## config.mk

```make
export PLATFORM = sky130hd
export DESIGN_NAME = median_filter_rank
export DESIGN_NICKNAME = d
export VERILOG_FILES = /design/src/rtl/median_filter_rank.sv
export SDC_FILE = /design/constraint.sdc
export NUM_CORES = 2
export LEC_CHECK = 0
export CAP_MARGIN = 20
export CORE_MARGIN = 8
export CORE_UTILIZATION = 55
export CTS_CLUSTER_DIAMETER = 30
export CTS_CLUSTER_SIZE = 20
export DETAILED_ROUTE_END_ITERATION = 8
export PLACE_DENSITY = 0.81
export SLEW_MARGIN = 40
export SYNTH_ARGS = -nofsm -noshare
export SYNTH_HDL_FRONTEND = slang
export SYNTH_SLANG_ARGS = --single-unit
```

## constraint.sdc

```tcl
create_clock -name clk -period 2.7 [get_ports clk]
set_input_delay 0.54 -clock clk [delete_from_list [all_inputs] [get_ports clk]]
set_output_delay 0.54 -clock clk [all_outputs]
set_load 0.01 [all_outputs]
```

## src/rtl/median_filter_rank.sv

```systemverilog
// median_filter_rank: streaming rank-order filter over a sliding window of the
// last WIN accepted samples. The window feeds a registered odd-even
// transposition sorter, and the output picks the element at the rank that was
// sampled together with each input sample.
module median_filter_rank #(
  parameter int unsigned WIN       = 9,
  parameter int unsigned DW        = 8,
  parameter int unsigned RW        = $clog2(WIN),
  parameter int unsigned FILL_MODE = 0
) (
  input  logic          clk,
  input  logic          rst,
  input  logic [DW-1:0] dat_i,
  input  logic          val_i,
  input  logic [RW-1:0] rank_i,
  output logic [DW-1:0] dat_o,
  output logic          val_o
);

  localparam int unsigned   CW    = $clog2(WIN + 1);
  localparam logic [RW-1:0] RMAX  = RW'(WIN - 1);
  localparam logic [CW-1:0] CSAT  = CW'(WIN);
  localparam logic [CW-1:0] CFULL = CW'(WIN - 1);

  typedef logic [WIN-1:0][DW-1:0] vec_t;

  vec_t          win_q, win_d;
  vec_t          stg_q [WIN+1];
  vec_t          stg_d [WIN+1];
  logic [CW-1:0] cnt_q, cnt_d;
  logic [WIN+1:0] v_q;
  logic [RW-1:0] rk_q [WIN+2];
  logic [RW-1:0] rk_in;
  logic          v_in;
  logic [DW-1:0] dat_q;
  logic          val_q;

  // Window shift, fill count, rank clamp and the valid bit for the new sample.
  always_comb begin
    win_d = win_q;
    cnt_d = cnt_q;
    if (val_i) begin
      win_d = {win_q[WIN-2:0], dat_i};
      if (cnt_q != CSAT) cnt_d = cnt_q + 1'b1;
    end
    rk_in = (rank_i > RMAX) ? RMAX : rank_i;
    // cnt_q still excludes the current sample, so WIN-1 means this one fills it
    v_in  = val_i & ((FILL_MODE == 0) | (cnt_q >= CFULL));
  end

  // Window, fill counter and the rank/valid side pipeline (advances every cycle).
  always_ff @(posedge clk) begin
    if (rst) begin
      win_q <= '0;
      cnt_q <= '0;
      v_q   <= '0;
      for (int unsigned j = 0; j < WIN + 2; j++) rk_q[j] <= '0;
    end else begin
      win_q <= win_d;
      cnt_q <= cnt_d;
      v_q   <= {v_q[WIN:0], v_in};
      rk_q[0] <= rk_in;
      for (int unsigned j = 1; j < WIN + 2; j++) rk_q[j] <= rk_q[j-1];
    end
  end

  // Compare-exchange network: stage s uses even pairs when s is even, odd otherwise.
  always_comb begin
    stg_d[0] = win_q;
    for (int unsigned s = 0; s < WIN; s++) begin
      stg_d[s+1] = stg_q[s];
      for (int unsigned i = 0; i + 1 < WIN; i++) begin
        if ((i % 2) == (s % 2) && stg_q[s][i] > stg_q[s][i+1]) begin
          stg_d[s+1][i]   = stg_q[s][i+1];
          stg_d[s+1][i+1] = stg_q[s][i];
        end
      end
    end
  end

  // Snapshot register plus WIN sort stages.
  always_ff @(posedge clk) begin
    if (rst) begin
      for (int unsigned s = 0; s < WIN + 1; s++) stg_q[s] <= '0;
    end else begin
      stg_q <= stg_d;
    end
  end

  // Output register: select the sample's rank; data holds across bubbles.
  always_ff @(posedge clk) begin
    if (rst) begin
      dat_q <= '0;
      val_q <= 1'b0;
    end else begin
      val_q <= v_q[WIN+1];
      if (v_q[WIN+1]) dat_q <= stg_q[WIN][rk_q[WIN+1]];
    end
  end

  assign dat_o = dat_q;
  assign val_o = val_q;

endmodule

```

Word-level counts from Yosys, hierarchy flattened
Memory sizes are Yosys's and may differ from the RTL's.
Index checks and enable logic that the tools add are counted.

word-level totals
  memories = 1
  output and inout port bits = 9
  memory bits (writable) = 44
  logic and storage cells = 205
  input port bits = 15
  flip-flop bits (word level) = 812

memory list
  memory  words  bits a word  read ports  clocked after Yosys merged registers in  write ports  RTL line  source
  rk_q    11     4            11          0                                        11           32        logic [RW-1:0] rk_q [WIN+2];

cells by class
  order comparisons = 38
  bitwise operators = 11
  muxes and demuxes = 53

operators by type and width
  operator              count
  $mux W16              36
  $gt A8 B8 Y1          36
  $mux W4               12
  $bmux W8 S4           1
  $or A1 B1 Y1          11
  $mux W8               1
  $lt A4 B5 Y1 const B  1
  $gt A4 B4 Y1 const B  1
  $mux W1               3

Depth between registers and ports, before layout
  depth in word-level cells = 3
  depth in mapped cells = 9
  gate-level depth less buffers = 7

Worst setup path after synthesis
OpenSTA, ideal clock, no wires.

  path kind = register -> register
  start point = register stg_q[263] in the netlist's numbering
  end point = register stg_q[187] in the netlist's numbering
  period minus slack after synthesis = 1.954 ns
  data arrival time = 1.884 ns
  stages on the path, launching flop included = 10
  buffers on the path = 2
  required time = 2.630 ns
  library setup time = 0.070 ns
  setup slack = 0.746 ns
  cells stage by stage = dfxtp_1 -> inv_1 -> ha_1 -> a41o_1 -> a21oi_1 -> buf_4 -> nor3b_4 -> buf_6 -> a22oi_1 -> a21oi_1

between the ends
  cells in the longest elaborated chain, start to end = 2

RTL lines
  what                      RTL line  source
  start: declaration        28        vec_t stg_q [WIN+1];
  start signal: assignment  86        stg_q <= stg_d;
  $gt A8 B8 Y1              73        if ((i % 2) == (s % 2) && stg_q[s][i] > stg_q[s][i+1]) begin
  $mux W16                  73

Every way passes these cells.
A chain may end at the register's enable or synchronous reset.

Worst setup path after layout
  start point = register stg_q[359] in the netlist's numbering
  end point = register stg_q[275] in the netlist's numbering

Same word-level chain as after synthesis.

==> summary.txt <==
Status
  – Status: finished, violations left
  – Failing checks: design-rule violations

Clock network
  – Worst-Skew Late Latency: 0.73 ns
  – CTS sink count: 856
  – H-tree Lvls: 4
  – Post-CTS sizing: 0
  – Clock tree root buffer cell: clkbuf_16
  – Hold-fix buffers at CTS: 0
  – CTS buffer count: 162
  – Postcts setup bufs: 0
  – CTS tree: yes
  – Clock buffer depth: 3
  – Clock-pin slew of the registers on the worst-case setup and hold paths: 0.06 ns

Die
  – Die Y: 325 um
  – Core area: 94900 um^2
  – Die Span X: 325 um
  – Io pins: 24
  – Row count: 113
  – Starting Density: 55.3%
  – Die area: 106000 um^2

Logic synthesis
  – Main area contributors after synthesis: dfxtp_1, a21oi_1, ha_1, mux2i_1, a22oi_1
  – Netlist cell types: 45
  – Synthesized area: 52500 um^2
  – Main synth FF type: dfxtp_1
  – Area leader, netlist: dfxtp_1
  – Yosys top cell area share: 32.6%
  – Leading cell type by number of instances after synthesis: a21oi_1
  – Synthesized netlist cell count: 6302
  – Seq/Total Area, Yosys: 32.6%
  – Warnings, synthesis: 0
  – Synthesized area per cell: 8.33 um^2
  – Most instantiated cells after synthesis: a21oi_1, dfxtp_1, nand2_1
  – EDFF count, synth: 0
  – Ys async rst share: 0%
  – Yosys reg bits: 856
  – Syn Nets: 6605

Setup path
  – Crit path launch type: flop
  – CP arrival: 3.11 ns
  – Worst R2R Setup Slack: 0.19 ns
  – Worst setup path category: reg -> reg
  – Critical path, cell by cell: inv_1 -> ha_1 -> a41o_1 -> a21oi_2 -> nor3b_4 -> buf_4 -> a22oi_1 -> a21oi_1
  – Crit Path Max Fanout: 10
  – Crit-path slowest cell: dfxtp_1
  – Critical path data required time: 3.31 ns
  – R2R depth: 8
  – Crit path largest cell delay: 0.48 ns
  – Nature of the critical path endpoint: flop

Routing
  – Initial drt markers: 6674
  – Via/cell ratio: 6.65
  – Wirelength per Cell: 18.7 um
  – Post-route ant nets: 0
  – Vias: 50681
  – WL final: 143 mm
  – Drt drc: 2
  – 1st-pass router iterations: 9

Timing
  – Max Fclk: 399 MHz
  – Setup TNS: 0 ns
  – Tmin final: 2.51 ns
  – Clock Skew: 0.0314 ns
  – Slew HR: 44.4%
  – Final-report hold violation count: 0
  – Tcrit/Tclk final: 92.9%
  – RSZ-0062 raised after global routing: no
  – WHS: 0.199 ns
  – Pins Over Slew Limit: 0
  – Actual slew at the worst max-slew pin: 0.834 ns
  – Final setup fails: 0

GRT
  – Overall Global Routing Usage: 25.2%
  – Largest net degree at the start of global routing: 122
  – First-pass GRT wire length: 235 mm
  – Number of global-route vias before repair: 47128
  – Initial antenna violation count: 0
  – Total global routing overflow: 0

Cells and area
  – Layout cells sized above 1: 11.0%
  – Final net count: 6528
  – Area delta synth->final: 14.2%
  – ANT cells: 0

Place
  – GP Congestion: 0.894
  – Port bufs: 23
  – Hpwl dp: 90.4 mm

Pwr
  – Leak pwr: 0.0221 uW
  – Power per cell area: 1030 nW/um^2
  – Pint: 37000 uW
  – Worst VDD drop: 0.926 mV
  – Sw frac: 40.2%
  – Combinational share of power: 40.3%
  – Sw power: 24900 uW
  – Sequential Power Share: 25.9%
  – Total power: 61900 uW
  – Clock power share: 33.8%

Job
  – Maximum capacitance violations: 0

Min path
  – Worst Hold Path Cells: 2
  – Hold Path Class: in -> reg
==> per-layer routing <==
| metal | global-route usage [%] | wire (um) | up-vias |
|---|---|---|---|
| met4 | 10.1 | 4610 | 0 |
| li1 | - | - | 23824 |
| met3 | 3.69 | 10000 | 425 |
| met5 | 0 | 0 | - |
| met2 | 42.0 | 68300 | 2491 |
| met1 | 32.7 | 59600 | 23941 |
==> power groups by stage <==
| stage | clock network (uW) | registers, uW | logic [uW] |
|---|---|---|---|
| final | 20900 | 16000 | 24900 |
| after global routing | 21900 | 16100 | 27100 |
| after CTS | 21200 | 15900 | 24300 |
| after detailed placement | 0 | 16100 | 24000 |
| after global placement | 0 | 16100 | 23300 |
| after floorplan | 0 | 15500 | 18500 |
==> stage by stage <==
stage | cells | utilization [%] | cell area (um^2) | setup slack, ns
global placement | 7326 | 57.1 | 54100 | 0.263
floorplan | 6302 | - | 52500 | 0.746
global route | 7625 | 63.2 | 60000 | 0.0728
detailed placement | 7326 | 57.1 | 54200 | 0.300
CTS | 7625 | 63.2 | 60000 | 0.244
finish | 7625 | 63.2 | 60000 | 0.192
==> kinds of logic after synthesis <==
logic type	synth area share [%]
and+or+nand+nor	11.6
buffers and inverters	7.07
muxes	5.36
AOI/OAI and AO/OA	36.5
DFF	32.6
adders and majority gates	6.86
==> cell type report <==
class	count	area, um^2
inverter	298	1120
fill	7503	34900
sequential	856	17100
timing repair buffer	319	2590
multi-input combinational	4588	31800
tap	1265	1580
clock buffer	195	4380
clock inverter	104	1400
==> sequential cells by signal (all words and copies together), names as in the netlist <==
| name | flops |
|---|---|
| dat_o | 8 |
| stg_q | 648 |
| val_o | 1 |
| stg_d | 144 |
| rk_q | 44 |
| v_q | 11 |
==> cells in the final DEF (no fill, tap or decap), drive strengths merged, types with 21 or more instances in the layout <==
| master | count |
|---|---|
| a32o | 135 |
| o211ai | 316 |
| clkinv | 39 |
| nor2 | 269 |
| mux2i | 245 |
| a22o | 165 |
| o21a | 25 |
| a21oi | 1068 |
| a21o | 31 |
| clkdlybuf4s50 | 21 |
| nand2 | 450 |
| nor2b | 233 |
| a22oi | 308 |
| o21ai | 273 |
| and2 | 131 |
| bufinv | 22 |
| dfxtp | 856 |
| inv | 331 |
| o2111ai | 29 |
| buf | 298 |
| a211oi | 128 |
| and4 | 36 |
| ha | 288 |
| clkbuf | 195 |
| nand4 | 56 |
| a32oi | 256 |
==> final timing paths <==
kind,startpoint,to
max,stg_q[359],stg_q[275]
max reg2reg,stg_q[359],stg_q[275]
min reg2reg,rk_q[1][3],rk_q[2][3]
min,rst,stg_q[133]
==> critical path, delay by kind of cell, from the launching register on <==
| family | cells | cell delay [ns] |
|---|---|---|
| compound gates | 4 | 0.90 |
| fa+ha+maj | 1 | 0.33 |
| buf+inv | 2 | 0.32 |
| flops | 1 | 0.48 |
| simple gates | 1 | 0.36 |
No activity file was read; power rests on OpenSTA's default activity.
